## config.mk

```make
export PLATFORM = sky130hd
export DESIGN_NAME = io_uart_bridge
export DESIGN_NICKNAME = d
export VERILOG_FILES = /design/src/rtl/io_uart_bridge.sv
export SDC_FILE = /design/constraint.sdc
export NUM_CORES = 1
export LEC_CHECK = 0
export ABC_AREA = 1
export CAP_MARGIN = 30
export CORE_ASPECT_RATIO = 0.6
export CORE_MARGIN = 2
export CORE_UTILIZATION = 50
export CTS_CLUSTER_SIZE = 28
export DETAILED_ROUTE_END_ITERATION = 12
export PLACE_DENSITY_LB_ADDON = 0.15
export SLEW_MARGIN = 20
export SYNTH_ARGS = -nofsm -noshare
export SYNTH_HDL_FRONTEND = slang
export SYNTH_SLANG_ARGS = --single-unit
```

## constraint.sdc

```tcl
create_clock -name clk -period 3.05 [get_ports clk]
set_input_delay 0.4575 -clock clk [delete_from_list [all_inputs] [get_ports clk]]
set_output_delay 0.4575 -clock clk [all_outputs]
set_load 0.005 [all_outputs]
```

## src/rtl/io_uart_bridge.sv

```systemverilog
// Byte-stream to 8N1 UART bridge: TX FIFO feeding a serializer, and a
// synchronized deserializer feeding a first-word-fallthrough RX FIFO.
module io_uart_bridge #(
    parameter int CLK_DIV    = 868,
    parameter int FIFO_DEPTH = 4
) (
    input  logic       clk,
    input  logic       rst,
    input  logic [7:0] io_o_data,
    input  logic       io_o_valid,
    output logic       io_o_ready,
    output logic [7:0] io_i_data,
    output logic       io_i_valid,
    input  logic       io_i_ready,
    output logic       uart_txd,
    input  logic       uart_rxd,
    output logic       rx_overrun,
    output logic       rx_frame_err
);
    localparam int          AW          = $clog2(FIFO_DEPTH);
    localparam logic [AW:0] FULL_CNT    = (AW+1)'(FIFO_DEPTH);
    localparam logic [15:0] BIT_RELOAD  = 16'(CLK_DIV - 1);
    localparam logic [15:0] HALF_RELOAD = 16'(CLK_DIV / 2 - 1);

    typedef enum logic [1:0] {IDLE, START, DATA, STOP} state_t;

    // ---------------- TX FIFO ----------------
    logic [7:0]    tx_mem [FIFO_DEPTH];
    logic [AW-1:0] tx_wr, tx_rd;
    logic [AW:0]   tx_cnt, tx_cnt_nxt;
    logic          tx_push, tx_pop;

    assign tx_push = io_o_valid && io_o_ready;

    always_comb begin
        tx_cnt_nxt = tx_cnt;
        if (tx_push && !tx_pop)
            tx_cnt_nxt = tx_cnt + 1'b1;
        else if (!tx_push && tx_pop)
            tx_cnt_nxt = tx_cnt - 1'b1;
    end

    always_ff @(posedge clk) begin
        if (tx_push)
            tx_mem[tx_wr] <= io_o_data;
    end

    // Ready is registered from the next occupancy, so a pop frees a slot
    // only from the following cycle.
    always_ff @(posedge clk or posedge rst) begin
        if (rst) begin
            tx_wr      <= '0;
            tx_rd      <= '0;
            tx_cnt     <= '0;
            io_o_ready <= 1'b0;
        end else begin
            if (tx_push)
                tx_wr <= tx_wr + 1'b1;
            if (tx_pop)
                tx_rd <= tx_rd + 1'b1;
            tx_cnt     <= tx_cnt_nxt;
            io_o_ready <= (tx_cnt_nxt != FULL_CNT);
        end
    end

    // ---------------- TX serializer ----------------
    state_t      tx_state;
    logic [15:0] tx_tmr;
    logic [2:0]  tx_bit;
    logic [7:0]  tx_sh;
    logic        tx_done;

    assign tx_done = (tx_tmr == '0);
    assign tx_pop  = (tx_cnt != '0) &&
                     (tx_state == IDLE || (tx_state == STOP && tx_done));

    always_ff @(posedge clk or posedge rst) begin
        if (rst) begin
            tx_state <= IDLE;
            tx_tmr   <= '0;
            tx_bit   <= '0;
            tx_sh    <= '0;
            uart_txd <= 1'b1;
        end else begin
            if (!tx_done)
                tx_tmr <= tx_tmr - 1'b1;
            if (tx_pop) begin
                // Covers both idle start and back-to-back chaining out of STOP
                tx_sh    <= tx_mem[tx_rd];
                tx_state <= START;
                tx_tmr   <= BIT_RELOAD;
                uart_txd <= 1'b0;
            end else begin
                case (tx_state)
                    START: if (tx_done) begin
                        tx_state <= DATA;
                        tx_tmr   <= BIT_RELOAD;
                        tx_bit   <= '0;
                        uart_txd <= tx_sh[0];
                    end
                    DATA: if (tx_done) begin
                        tx_tmr <= BIT_RELOAD;
                        if (tx_bit == 3'd7) begin
                            tx_state <= STOP;
                            uart_txd <= 1'b1;
                        end else begin
                            tx_bit   <= tx_bit + 1'b1;
                            tx_sh    <= {1'b0, tx_sh[7:1]};
                            uart_txd <= tx_sh[1];
                        end
                    end
                    STOP: if (tx_done) begin
                        tx_state <= IDLE;
                        uart_txd <= 1'b1;
                    end
                    default: uart_txd <= 1'b1;
                endcase
            end
        end
    end

    // ---------------- RX synchronizer ----------------
    logic [1:0] rx_sync;
    logic       rx_s, rx_prev;

    assign rx_s = rx_sync[1];

    always_ff @(posedge clk or posedge rst) begin
        if (rst) begin
            rx_sync <= 2'b11;
            rx_prev <= 1'b1;
        end else begin
            rx_sync <= {rx_sync[0], uart_rxd};
            rx_prev <= rx_s;
        end
    end

    // ---------------- RX deserializer ----------------
    state_t        rx_state;
    logic [15:0]   rx_tmr;
    logic [2:0]    rx_bit;
    logic [7:0]    rx_sh;
    logic          rx_done, rx_stop_hit, rx_push, rx_pop;
    logic [7:0]    rx_mem [FIFO_DEPTH];
    logic [AW-1:0] rx_wr, rx_rd;
    logic [AW:0]   rx_cnt;

    assign rx_done     = (rx_tmr == '0);
    assign rx_stop_hit = (rx_state == STOP) && rx_done;
    assign rx_pop      = io_i_valid && io_i_ready;
    assign rx_push     = rx_stop_hit && rx_s && (rx_cnt != FULL_CNT || rx_pop);

    always_ff @(posedge clk or posedge rst) begin
        if (rst) begin
            rx_state     <= IDLE;
            rx_tmr       <= '0;
            rx_bit       <= '0;
            rx_sh        <= '0;
            rx_overrun   <= 1'b0;
            rx_frame_err <= 1'b0;
        end else begin
            rx_overrun   <= 1'b0;
            rx_frame_err <= 1'b0;
            if (!rx_done)
                rx_tmr <= rx_tmr - 1'b1;
            case (rx_state)
                IDLE: if (rx_prev && !rx_s) begin
                    rx_state <= START;
                    rx_tmr   <= HALF_RELOAD;
                end
                START: if (rx_done) begin
                    if (!rx_s) begin
                        rx_state <= DATA;
                        rx_tmr   <= BIT_RELOAD;
                        rx_bit   <= '0;
                    end else begin
                        rx_state <= IDLE;
                    end
                end
                DATA: if (rx_done) begin
                    rx_sh  <= {rx_s, rx_sh[7:1]};
                    rx_tmr <= BIT_RELOAD;
                    if (rx_bit == 3'd7)
                        rx_state <= STOP;
                    else
                        rx_bit <= rx_bit + 1'b1;
                end
                STOP: if (rx_done) begin
                    rx_state <= IDLE;
                    if (!rx_s)
                        rx_frame_err <= 1'b1;
                    else if (!rx_push)
                        rx_overrun <= 1'b1;
                end
                default: rx_state <= IDLE;
            endcase
        end
    end

    // ---------------- RX FIFO (fallthrough) ----------------
    always_ff @(posedge clk) begin
        if (rx_push)
            rx_mem[rx_wr] <= rx_sh;
    end

    always_ff @(posedge clk or posedge rst) begin
        if (rst) begin
            rx_wr  <= '0;
            rx_rd  <= '0;
            rx_cnt <= '0;
        end else begin
            if (rx_push)
                rx_wr <= rx_wr + 1'b1;
            if (rx_pop)
                rx_rd <= rx_rd + 1'b1;
            if (rx_push && !rx_pop)
                rx_cnt <= rx_cnt + 1'b1;
            else if (!rx_push && rx_pop)
                rx_cnt <= rx_cnt - 1'b1;
        end
    end

    assign io_i_valid = (rx_cnt != '0);
    assign io_i_data  = rx_mem[rx_rd];

endmodule

```

* Word level (Yosys, flattened, before mapping)
Memories as Yosys holds them, arrays and structs flattened.
Index checks and enable logic that the tools add are counted.
** Cells by class
- Add/subtract/negate cells :: 12
- Eq/ne operators :: 25
- Muxes and demuxes :: 57
- Bitwise gates (word level) :: 1
- Reduce and logical (&&, ||, !) cells :: 39
** Operators with widths (number)
- $mux W16 :: 9
- $pmux W16 S3 :: 1
- $mux W3 :: 11
- $logic_not A16 Y1 :: 2
- $mux W8 :: 4
- $sub A16 B1 Y16 const B :: 2
- $mux W2 :: 11
- $ne A2 B2 Y1 const B :: 11
- $reduce_and A5 Y1 :: 4
- $ne A3 B3 Y1 const B :: 6
- $mux W1 :: 16
- $add A3 B1 Y3 const B :: 4
- $logic_and A1 B1 Y1 :: 12
- $pmux W3 S2 :: 2
- $reduce_bool A2 Y1 :: 5
- $add A2 B1 Y2 const B :: 4
- $eq A2 B2 Y1 const B :: 4
- $pmux W2 S4 :: 1
- $eq A3 B3 Y1 const B :: 2
- $pmux W2 S3 :: 1
- $reduce_and A3 Y1 :: 2
- $reduce_bool A3 Y1 :: 2
- $sub A3 B1 Y3 const B :: 2
- $logic_not A1 Y1 :: 5
- other kinds (8) :: 11
** Word-level totals
- Register bits after elaboration :: 79
- Memory bits (writable) :: 64
- Input bits :: 13
- Output and inout port bits :: 13
- Memories :: 2
** Memory list
- rx_mem :: words 4, bits a word 8, rd ports 1, clocked after memory_dff 0, write ports 1, line 144 : logic [7:0] rx_mem [FIFO_DEPTH];
- tx_mem :: words 4, bits a word 8, rd ports 1, clocked after memory_dff 0, write ports 1, line 28 : logic [7:0] tx_mem [FIFO_DEPTH];

* Depth between registers and ports, before layout
- Depth in word-level cells :: 8
- Gate-level depth with buffers :: 16
- Gate-level depth less buffers :: 16

* Worst setup path before layout
Ideal clock, no wire load.
- Kind :: reg2reg
- From :: reg rx_tmr[0]
- To :: reg rx_cnt[2]
- Library setup time :: 0.131 ns
- Arrival time :: 2.313 ns
- Setup slack :: 0.606 ns
- Stages on the path, launching flop included :: 17
- Period minus slack after synthesis :: 2.444 ns
- Path through :: dfrtp_1 -> inv_1 -> ha_1 -> inv_1 -> nor2_1 -> nand2_1 -> nor2_1 -> nand2_4 -> inv_2 -> nand4_2 -> inv_1 -> ha_1 -> inv_1 -> fa_1 -> a21oi_1 -> o21ai_0 -> xor2_1
** On the way
- Longest elaborated chain between the ends :: 7
- Elaborated cells on any way between the ends :: 9
** Ends and longest elaborated chain
- from (decl) :: line 140 : logic [15:0] rx_tmr;
- from (signal assigned) :: line 165 : rx_tmr <= rx_tmr - 1'b1;
- $logic_not A16 Y1 (*) :: line 148 : assign rx_done = (rx_tmr == '0);
- $logic_and A1 B1 Y1 (*) :: line 149 : assign rx_stop_hit = (rx_state == STOP) && rx_done;
- $logic_and A1 B1 Y1 (*) (2 in a row) :: line 151 : assign rx_push = rx_stop_hit && rx_s && (rx_cnt != FULL_CNT || rx_pop);
- via rx_push :: line 143 : logic rx_done, rx_stop_hit, rx_push, rx_pop;
- $logic_not A1 Y1 :: line 218 : else if (!rx_push && rx_pop)
- $logic_and A1 B1 Y1 :: line 218
- $reduce_bool A2 Y1 (no line)
- to (signal assigned) :: line 217 : rx_cnt <= rx_cnt + 1'b1;
- to (signal assigned) :: line 219 : rx_cnt <= rx_cnt - 1'b1;
- to (decl) :: line 146 : logic [AW:0] rx_cnt;
Mark *: on every way through the listed nets, which the timed path passes. The rest lies on a longest branch.
A chain may end at the register's enable or synchronous reset.

* Final worst setup path
Ends and elaborated chain as after synthesis.

==> flow_metrics.py <==
metrics = {
    "outcome": {
        "status": "finished clean",
    },
    "drt": {
        "drc": 0,
        "antenna_left": 0,
        "dr.pass1.iters": 7,
        "drt-wirelength-per-cell_um": 15.9,
        "drt_iter0_drc": 325,
        "vias": 4730,
        "vias_per_cell": 5.35,
        "wl_um": 14000,
    },
    "setup_path": {
        "crit_path_end_kind": "flop",
        "cp_max_fo": 10,
        "regToRegSetupSlack_ps": 330,
        "worstSetupPathType": "reg -> reg",
        "r2r_start": "rx_tmr[0]$_DFF_PP0_",
        "critPathArrivalTime_ps": 3030,
        "cp.required_ps": 3360,
        "ff2ff_path_depth": 16,
        "startpoint_type": "flop",
        "timing.rr.end": "rx_cnt[2]$_DFFE_PP0P_",
    },
    "sta": {
        "period_needed_ps": 2720,
        "finalSetupTns_ps": 0,
        "final_max_slew_viol_count": 0,
        "final_hold_viol_count": 0,
        "timing.slew.headroom": 0.468,
        "fin_crit_sh": 0.892,
        "grt_setup_unrepaired": "false",
        "setup-violations-final": 0,
        "skew_ps": 14.5,
        "fmax_mhz": 368,
        "tightest_slew_ps": 796,
    },
    "worst_hold_path": {
        "min_to": "rx_sync[1]$_DFF_PP1_",
        "worstHoldPathCells": 0,
        "min_path_type": "reg -> reg",
        "hold_start": "rx_sync[0]$_DFF_PP1_",
    },
    "cts": {
        "cts_resized": 0,
        "post_cts_buffers": 0,
        "cts_buffers": 17,
        "clock_sinks": 143,
        "cts_tree": "yes",
        "clockBufferDepth": 2,
        "clk-insertion-delay-late_ps": 430,
        "ctsRootBufferMaster": "clkbuf_16",
        "clkTransAtPathRegs_ps": 70,
        "ctsHoldBuffers": 0,
        "h-tree-depth": 4,
    },
    "global_routing": {
        "grt_max_degree": 54,
        "grt.total_usage": 0.213,
        "use_met1": 0.318,
        "busiest_layer": "met1",
        "grt_pass1_vias": 4789,
        "overflow": 0,
        "use_met2": 0.313,
        "grt_pass1_wl_um": 23900,
        "grt_antenna_before_repair": 0,
        "met3_usage": 0.0512,
    },
    "die": {
        "core_area_mm2": 0.0130,
        "start_util": 0.518,
        "num_rows": 32,
        "io_pins": 26,
        "die_y_um": 94.0,
        "die_w_um": 154,
        "die_area_mm2": 0.0145,
    },
    "power": {
        "peakVddDrop_mv": 0.449,
        "p_leak_uw": 0.00343,
        "power_density_mw_per_mm2": 734,
    },
    "synth": {
        "synthesis.nets": 701,
        "ys.flop_type": "dfrtp_1",
        "ys_seq_elements": 143,
        "synth.avg_cell_area_um2": 10.2,
        "async_flop_share": 0.552,
        "syn_inst": 660,
        "synth-edff-count": 64,
        "syn_area_mm2": 0.00675,
        "yosys_warnings": 0,
        "yosysUniqueCellTypes": 51,
        "synth_seq_area_share": 0.579,
    },
    "finish": {
        "final_util": 0.598,
        "layout-drive-gt1-share": 0.116,
        "diodes": 0,
        "syn_to_final_growth_pct": 15.4,
        "final.fill_count": 1048,
        "nets": 742,
    },
    "placement": {
        "post-dp-hpwl_um": 9580,
        "io_buffers": 25,
        "gp_congestion": 0.838,
    },
    "flow_run": {
        "drv_cap": 0,
    },
}
registers in the layout (all words and copies together), names as in the netlist, 8 cells and up, named ones only:
| register | cells |
|---|---|
| rx_tmr | 16 |
| tx_sh | 8 |
| rx_sh | 8 |
| rx_mem | 32 |
| tx_tmr | 16 |
| tx_mem | 32 |
power by group:
group | switching [µW] | total, µW | internal (µW)
Sequential | 177 | 2420 | 2240
Clock | 907 | 2030 | 1120
Combinational | 736 | 1260 | 528
Total | 1820 | 5710 | 3890
worst max-delay path, stage by stage (launching register included):
cell	delay [ps]
dfrtp_1	410
inv_1	110
ha_1	150
inv_1	50
nor2_1	80
nand2_1	70
nor2_1	170
nand2_4	120
inv_2	120
nand4_2	170
inv_1	150
ha_1	160
inv_1	70
fa_1	380
a21oi_1	150
o21ai_0	110
xor2_1	150
final cells by class:
type	count	area, µm²	share of cell area
well taps	170	213	0.0273
clock buffers	19	454	0.0584
multi-input cells	433	2490	0.320
flip-flops and latches	143	3900	0.502
inverters	72	277	0.0355
repair buffers	34	330	0.0425
clock inverters	13	115	0.0148
synth_stat cells, types with 8 or more instances:
cell type,instances,area (µm²)
nand2_1,92,345
nor2_1,109,409
nand3_1,30,150
inv_1,69,259
o21ai_0,39,195
edfxtp_1,64,1920
xor2_1,20,175
nor3_1,10,50.1
ha_1,27,338
a21oi_1,11,55.1
o22ai_1,8,50.1
nor2_2,11,68.8
dfrtp_1,75,1880
metal layers:
metal / wire length [µm] / part of all wire
met2: 5960 / 0.42
met1: 7280 / 0.52
met5: 0 / 0
met3: 684 / 0.049
met4: 122 / 0.0087
cells in the final DEF (no fill, tap or decap), types with 3 or more instances in the layout:
cell,Yosys,layout
a21oi_1,11,11
a22o_1,3,3
buf_4,0,8
clkbuf_16,0,18
clkdlybuf4s50_1,0,25
clkinv_4,0,3
dfrtp_1,75,75
dfstp_2,4,4
edfxtp_1,64,64
ha_1,27,27
inv_1,69,68
inv_6,1,7
mux2_2,7,7
nand2_1,92,92
nand2_2,4,4
nand2_4,4,4
nand3_1,30,30
nand4_1,7,7
nor2_1,109,109
nor2_2,11,11
nor2_4,3,3
nor3_1,10,10
nor4_1,5,5
o211ai_1,4,4
o21ai_0,39,39
o21ai_1,5,5
o22ai_1,8,8
o32ai_1,7,7
xnor2_1,6,6
xor2_1,20,20
through the flow:
| stage | area [µm²] | worst slack (ps) | power [µW] | cells | hold WS (ps) |
|---|---|---|---|---|---|
| after floorplan | 6750 | 576 | 3220 | 660 | 345 |
| after global placement | 7210 | 433 | 3670 | 852 | 347 |
| after detailed placement | 7210 | 345 | 3710 | 852 | 348 |
| after CTS | 7780 | 338 | 5730 | 884 | 354 |
| after global routing | 7780 | 70.3 | 6030 | 884 | 362 |
| final | 7780 | 330 | 5710 | 884 | 352 |
cells by family (layout without fill, tap and decap cells):
group                    after synthesis  count (layout)  share of synthesized area
AND/OR/NAND/NOR                      282             282                      0.188
flip-flops                           143             143                      0.579
AO/OA/AOI/OAI                         89              89                     0.0811
buffers and inverters                 84             138                     0.0523
adder cells (fa/ha/maj)               28              28                     0.0531
XOR/XNOR                              26              26                     0.0338
multiplexers                           8               8                     0.0134
worst max path at each step:
stage                   startpoint                         end  slack [ps]  cells past startpoint
2_1_floorplan                  rst  asynchronous set/reset pin         580                      1
3_3_place_gp   rx_tmr[0]$_DFF_PP0_       rx_cnt[2]$_DFFE_PP0P_         430                     16
3_5_place_dp   rx_tmr[0]$_DFF_PP0_       rx_cnt[2]$_DFFE_PP0P_         350                     16
4_1_cts        rx_tmr[0]$_DFF_PP0_       rx_cnt[2]$_DFFE_PP0P_         340                     16
5_1_grt        rx_tmr[0]$_DFF_PP0_       rx_cnt[2]$_DFFE_PP0P_          70                     16
6_report       rx_tmr[0]$_DFF_PP0_       rx_cnt[2]$_DFFE_PP0P_         330                     16
No activity file was read; power rests on OpenSTA's default activity.
